==> config.mk <==
export PLATFORM = sky130hd
export DESIGN_NAME = regfile_write_arbiter
export DESIGN_NICKNAME = d
export VERILOG_FILES = /design/src/rtl/regfile_pkg.sv /design/src/rtl/regfile_scoreboard.sv /design/src/rtl/regfile_write_arbiter.sv
export SDC_FILE = /design/constraint.sdc
export NUM_CORES = 1
export LEC_CHECK = 0
export CAP_MARGIN = 20
export CORE_MARGIN = 2
export CORE_UTILIZATION = 47
export CTS_BUF_LIST = sky130_fd_sc_hd__clkbuf_8
export CTS_CLUSTER_DIAMETER = 200
export CTS_CLUSTER_SIZE = 30
export DETAILED_ROUTE_END_ITERATION = 10
export PLACE_DENSITY = 0.84
export SETUP_SLACK_MARGIN = 0.4
export SLEW_MARGIN = 5
export SYNTH_ARGS = -nofsm -noshare
export SYNTH_HDL_FRONTEND = slang
export SYNTH_HIERARCHICAL = 1
export SYNTH_SLANG_ARGS = --single-unit
==> constraint.sdc <==
create_clock -name Clock -period 3.75 [get_ports Clock]
set_input_delay 0.75 -clock Clock [delete_from_list [all_inputs] [get_ports Clock]]
set_output_delay 0.75 -clock Clock [all_outputs]
set_load 0.02 [all_outputs]
==> src/rtl/regfile_pkg.sv <==
// Shared widths, the hardwired-zero register index and the write-port arbiter state.
package regfile_pkg;
   localparam int DATA_W   = 32;
   localparam int ADDR_W   = 5;
   localparam int ZERO_REG = 0;

   typedef enum logic {
      NORMAL   = 1'b0,
      A_FORCED = 1'b1
   } arb_state_t;
endpackage

==> src/rtl/regfile_scoreboard.sv <==
// Register busy scoreboard: set on issue, clear on commit. The hazard check is
// combinational; Busy updates one edge later. A stalled issue leaves Busy unchanged.
module regfile_scoreboard #(
   parameter int ADDR_W = regfile_pkg::ADDR_W,
   parameter int NREGS  = 1 << ADDR_W
) (
   input  logic              clk,
   input  logic              rst_n,
   input  logic              issue_valid,
   input  logic [ADDR_W-1:0] issue_reg,
   input  logic [ADDR_W-1:0] src_reg_1,
   input  logic [ADDR_W-1:0] src_reg_2,
   input  logic              clr_en,
   input  logic [ADDR_W-1:0] clr_reg,
   output logic              stall,
   output logic [NREGS-1:0]  busy
);
   import regfile_pkg::*;

   localparam logic [ADDR_W-1:0] ZERO = ADDR_W'(ZERO_REG);

   logic [NREGS-1:0] busy_q;
   logic [NREGS-1:0] set_mask;
   logic [NREGS-1:0] clr_mask;
   logic             haz_1;
   logic             haz_2;
   logic             haz_waw;

   assign haz_1   = (src_reg_1 != ZERO) && busy_q[src_reg_1];
   assign haz_2   = (src_reg_2 != ZERO) && busy_q[src_reg_2];
   assign haz_waw = (issue_reg != ZERO) && busy_q[issue_reg];
   assign stall   = issue_valid && (haz_1 || haz_2 || haz_waw);

   assign set_mask = (issue_valid && !stall && issue_reg != ZERO) ?
                     (NREGS'(1) << issue_reg) : '0;
   assign clr_mask = clr_en ? (NREGS'(1) << clr_reg) : '0;

   // Set is applied after clear so a same-edge issue to the committing register stays busy.
   always_ff @(posedge clk or negedge rst_n) begin
      if (!rst_n) begin
         busy_q <= '0;
      end else begin
         busy_q <= (busy_q & ~clr_mask) | set_mask;
      end
   end

   assign busy = busy_q;
endmodule

==> src/rtl/regfile_write_arbiter.sv <==
// Two-port writeback arbiter (load over ALU, with ALU anti-starvation) feeding a
// registered RF write port; 1-cycle write latency; Ready is combinational per cycle.
module regfile_write_arbiter #(
   parameter int DATA_W     = regfile_pkg::DATA_W,
   parameter int ADDR_W     = regfile_pkg::ADDR_W,
   parameter int STARVE_MAX = 3
) (
   input  logic                   Clock,
   input  logic                   Reset_n,
   input  logic                   A_Valid,
   input  logic [ADDR_W-1:0]      A_Reg,
   input  logic [DATA_W-1:0]      A_Data,
   output logic                   A_Ready,
   input  logic                   B_Valid,
   input  logic [ADDR_W-1:0]      B_Reg,
   input  logic [DATA_W-1:0]      B_Data,
   output logic                   B_Ready,
   input  logic                   Issue_Valid,
   input  logic [ADDR_W-1:0]      Issue_Reg,
   input  logic [ADDR_W-1:0]      Src_Reg_1,
   input  logic [ADDR_W-1:0]      Src_Reg_2,
   output logic                   Stall,
   output logic                   Reg_Write,
   output logic [ADDR_W-1:0]      Write_Reg,
   output logic [DATA_W-1:0]      Write_Data,
   output logic [(1<<ADDR_W)-1:0] Busy
);
   import regfile_pkg::*;

   localparam int CNT_W = (STARVE_MAX > 0) ? $clog2(STARVE_MAX + 1) : 1;
   localparam logic [CNT_W-1:0]  CNT_MAX = CNT_W'(STARVE_MAX);
   localparam logic [ADDR_W-1:0] ZERO    = ADDR_W'(ZERO_REG);

   arb_state_t        state_q, state_d;
   logic [CNT_W-1:0]  cnt_q, cnt_d;
   logic              a_ready, b_ready;
   logic              wr_en_q;
   logic [ADDR_W-1:0] wr_reg_q;
   logic [DATA_W-1:0] wr_dat_q;

   always_ff @(posedge Clock or negedge Reset_n) begin
      if (!Reset_n) begin
         state_q <= NORMAL;
         cnt_q   <= '0;
      end else begin
         state_q <= state_d;
         cnt_q   <= cnt_d;
      end
   end

   // Grants are gated by Reset_n so nothing handshakes while reset is asserted.
   always_comb begin
      a_ready = 1'b0;
      b_ready = 1'b0;
      cnt_d   = cnt_q;
      state_d = state_q;
      if (Reset_n) begin
         if (state_q == A_FORCED) begin
            a_ready = A_Valid;
            b_ready = B_Valid && !A_Valid;
         end else begin
            b_ready = B_Valid;
            a_ready = A_Valid && !B_Valid;
         end
      end
      if (!A_Valid || a_ready) begin
         cnt_d = '0;
      end else if (cnt_q != CNT_MAX) begin
         cnt_d = cnt_q + 1'b1;
      end
      state_d = (cnt_d == CNT_MAX) ? A_FORCED : NORMAL;
   end

   always_ff @(posedge Clock or negedge Reset_n) begin
      if (!Reset_n) begin
         wr_en_q  <= 1'b0;
         wr_reg_q <= '0;
         wr_dat_q <= '0;
      end else if (a_ready) begin
         wr_en_q  <= (A_Reg != ZERO);
         wr_reg_q <= A_Reg;
         wr_dat_q <= A_Data;
      end else if (b_ready) begin
         wr_en_q  <= (B_Reg != ZERO);
         wr_reg_q <= B_Reg;
         wr_dat_q <= B_Data;
      end else begin
         wr_en_q  <= 1'b0;
      end
   end

   assign A_Ready    = a_ready;
   assign B_Ready    = b_ready;
   assign Reg_Write  = wr_en_q;
   assign Write_Reg  = wr_reg_q;
   assign Write_Data = wr_dat_q;

   regfile_scoreboard #(
      .ADDR_W (ADDR_W)
   ) u_scoreboard (
      .clk         (Clock),
      .rst_n       (Reset_n),
      .issue_valid (Issue_Valid),
      .issue_reg   (Issue_Reg),
      .src_reg_1   (Src_Reg_1),
      .src_reg_2   (Src_Reg_2),
      .clr_en      (wr_en_q),
      .clr_reg     (wr_reg_q),
      .stall       (Stall),
      .busy        (Busy)
   );
endmodule

==> out/results.tsv <==
stage	metric	value	unit
status	status	finished, final reports clean	
die	die_w	103.0	um
final_layout	final_layout_size_suffix_gt1_share	17.93	%
clock_network	cts_buffers	9	
detailed_routing	wl	14.78	mm
grt	gr-total-overflow	0	
timing	hold_viol	0	
die	dieArea	10610	um2
die	initial_core_util	47.81	%
clock_network	path_clk_slew	0.08	ns
detailed_routing	vias_per_cell	6.041	
pwr	leakagePower	2.582	nW
setup_path	crit_path_end_kind	output port	
setup_path	required	3.00	ns
logic_synthesis	mappedNetlistArea	4608	um2
timing	whs	0.4441	ns
detailed_routing	routedWlPerCell	18.95	um
place	placed_area	6444	um2
final_layout	stdcell_area	6865	um2
logic_synthesis	yosysWarnings	6	
logic_synthesis	synth_edf_count	0	
detailed_routing	drtIter0Drc	355	
setup_path	worst-setup-path-type	primary input to output port	
timing	rsz0062_at_grt	false	
timing	finalCritPeriodShare	87.07	%
logic_synthesis	syn_avg_cell_area	9.763	um2
place	place_worst_setup_slack	-0.3416	ns
timing	fin_crit	3.265	ns
timing	slew_violations	0	
timing	tightestPinTransition	0.6860	ns
clock_network	cts.sinks	73	
die	core	9639	um2
clock_network	clockBufferDepth	2	
logic_synthesis	synth_cell_types	53	
timing	max_freq	306.3	MHz
logic_synthesis	synthArstFlopShare	100.0	%
clock_network	clock_latency	0.35	ns
detailed_routing	ant_nets	0	
grt	grt_start_max_net_pins	75	
setup_path	startpoint	Src_Reg_2[0]	
logic_synthesis	seq_area_frac_synth	39.64	%
timing	worst_clock_skew	0.005139	ns
timing	relSlewSlack	54.26	%
grt	grt_pass1_vias	4664	
grt	antenna_found_initial	0	
grt	grt_first_pass_wirelength	23.20	mm
clock_network	ctsHtreeMaxLevel	3	
min_path	hold_path.class	primary input to asynchronous set/reset pin	
detailed_routing	drtPass1Iterations	5	
logic_synthesis	ys_ff_latch	73	
detailed_routing	post-route-drc-count	0	
die	die_h	103.0	um
logic_synthesis	syn_inst	472	
clock_network	cts_hold_buf	0	
place	hpwl	11.11	mm
die	ios	167	
clock_network	clockRootBuffer	clkbuf_8	
place	routabilityCongestion	0.8899	
setup_path	arrival	2.52	ns
pwr	irDropWorstVdd	0.0002610	V
detailed_routing	vias	4712	
logic_synthesis	synth_nets	566	
clock_network	cts_tree	built	
final_layout	antenna_cells	0	
final_layout	nets	736	
timing	layout_setup_ws	0.4849	ns
setup_path	r2r_start	u_scoreboard/busy[25]	
flow_run	maxCapViolCount	0	
setup_path	worst_setup_path_start_kind	primary input	
setup_path	critPathMaxFanout	5	
place	io_buffers	166	
logic_synthesis	ys.flop_type	dfrtp_1	
die	core.rowCount	36	
timing	setup_violations	0	
pwr	power-per-cell-area	519.2	nW/um2
final_layout	syn_to_final_growth	48.98	%
grt	grtUsageTotal	28.52	%
final_layout	final_util	71.22	%
==> what timing repair did <==
item | in CTS | in global routing
resized for setup | 32 | 27
setup buffers | 6 | 1
endpoints found under the setup margin | 1 | 1
endpoints found under the hold margin | 0 | 0
pin swaps | 5 | 4
==> critical path, stage by stage <==
cell	delay (ns)
clkdlybuf4s15_1	0.18
buf_6	0.13
buf_6	0.12
mux4_2	0.51
nor2_2	0.14
nor4b_2	0.07
a211oi_4	0.21
nand4_2	0.14
and2_4	0.16
buf_6	0.12
==> where the power goes <==
| part | total [W] | internal (W) | switching [W] |
|---|---|---|---|
| Sequential | 0.00133 | 0.00100 | 0.000328 |
| Clock | 0.000546 | 0.000268 | 0.000278 |
| Combinational | 0.00169 | 0.000892 | 0.000796 |
==> kinds of logic (layout without fill, tap and decap cells) <==
logic type / Yosys count / after routing / synth area share [%]
multiplexers: 30 / 30 / 10.75
flip-flops: 73 / 73 / 39.64
AND/OR/NAND/NOR: 161 / 161 / 21.23
AO/OA/AOI/OAI: 158 / 158 / 22.75
buffers and inverters: 50 / 225 / 5.620
==> layer usage <==
layer	wire (um)	global-route usage [%]
met2	7122	46.80
met3	1476	10.03
met4	609	13.26
met5	0	0
met1	5575	33.62
==> through the flow <==
stage / setup TNS [ns] / instances / total power [W]
2_1_floorplan: 0 / 472 / 0.002092
3_3_place_gp: -0.3092 / 757 / 0.002863
3_5_place_dp: -0.3416 / 757 / 0.002912
4_1_cts: 0 / 779 / 0.003502
5_1_grt: 0 / 780 / 0.003760
6_report: 0 / 780 / 0.003565
==> worst paths after layout <==
kind,end,slack (ns),depth (start not counted)
setup / recovery,Stall,0.48,10
hold reg to reg,cnt_q[1],0.52,1
setup reg to reg,u_scoreboard/busy[21],1.02,8
hold / removal,cnt_q[1],0.44,2
min in group Clock,cnt_q[1],0.52,1
max in group asynchronous,Write_Data[31],2.90,2
==> Yosys cell counts, types with 4 or more instances <==
| library cell | number | area (um2) |
|---|---|---|
| a2111oi_0 | 6 | 52.55 |
| a31oi_1 | 37 | 231.5 |
| buf_1 | 4 | 15.01 |
| buf_2 | 6 | 30.03 |
| buf_6 | 8 | 90.09 |
| clkbuf_1 | 27 | 101.4 |
| dfrtp_1 | 73 | 1827 |
| inv_1 | 4 | 15.01 |
| mux2_2 | 11 | 123.9 |
| mux4_2 | 14 | 315.3 |
| nand2_1 | 16 | 60.06 |
| nand2b_1 | 16 | 100.1 |
| nand3_1 | 5 | 25.02 |
| nor2_1 | 47 | 176.4 |
| nor2b_1 | 10 | 62.56 |
| nor3_1 | 4 | 20.02 |
| o21ai_0 | 55 | 275.3 |
| o21ai_1 | 9 | 45.04 |
| o22ai_1 | 4 | 25.02 |
| o31ai_1 | 21 | 157.7 |
| o41ai_1 | 13 | 113.9 |
| or3b_1 | 37 | 324.1 |
==> sequential cells by signal (all words and copies together), names as in the netlist <==
register           flops
u_scoreboard/busy     32
cnt_q                  2
state_q                1
Write_Data            32
Reg_Write              1
Write_Reg              5
==> area by class of cell <==
cell class	instances	area [um2]
Clock buffer	11	151.4
Clock inverter	5	22.52
Fill cell	744	2774
Inverter	4	15.01
Multi-Input combinational cell	349	2690
Sequential cell	73	1827
Tap cell	133	166.4
Timing Repair Buffer	205	1993
==> cells in the final DEF (no fill, tap or decap), types with 3 or more instances in the layout <==
cell and n:
a2111oi_4 3, a31oi_1 37, buf_4 33, buf_6 6, clkbuf_8 11, clkdlybuf4s50_1 154
clkinv_2 3, dfrtp_1 73, dlygate4sd2_1 3, dlymetal6s2s_1 4, inv_1 5, mux2_2 11
mux4_2 14, nand2_1 16, nand2b_1 14, nand3_1 4, nand3b_1 3, nor2_1 46
nor2b_1 10, nor3_1 3, o21ai_0 55, o21ai_1 9, o22ai_1 4, o31ai_1 21
o41ai_1 12, or2_2 3, or3b_1 37
Note: power is estimated with default switching activity, not from simulation.
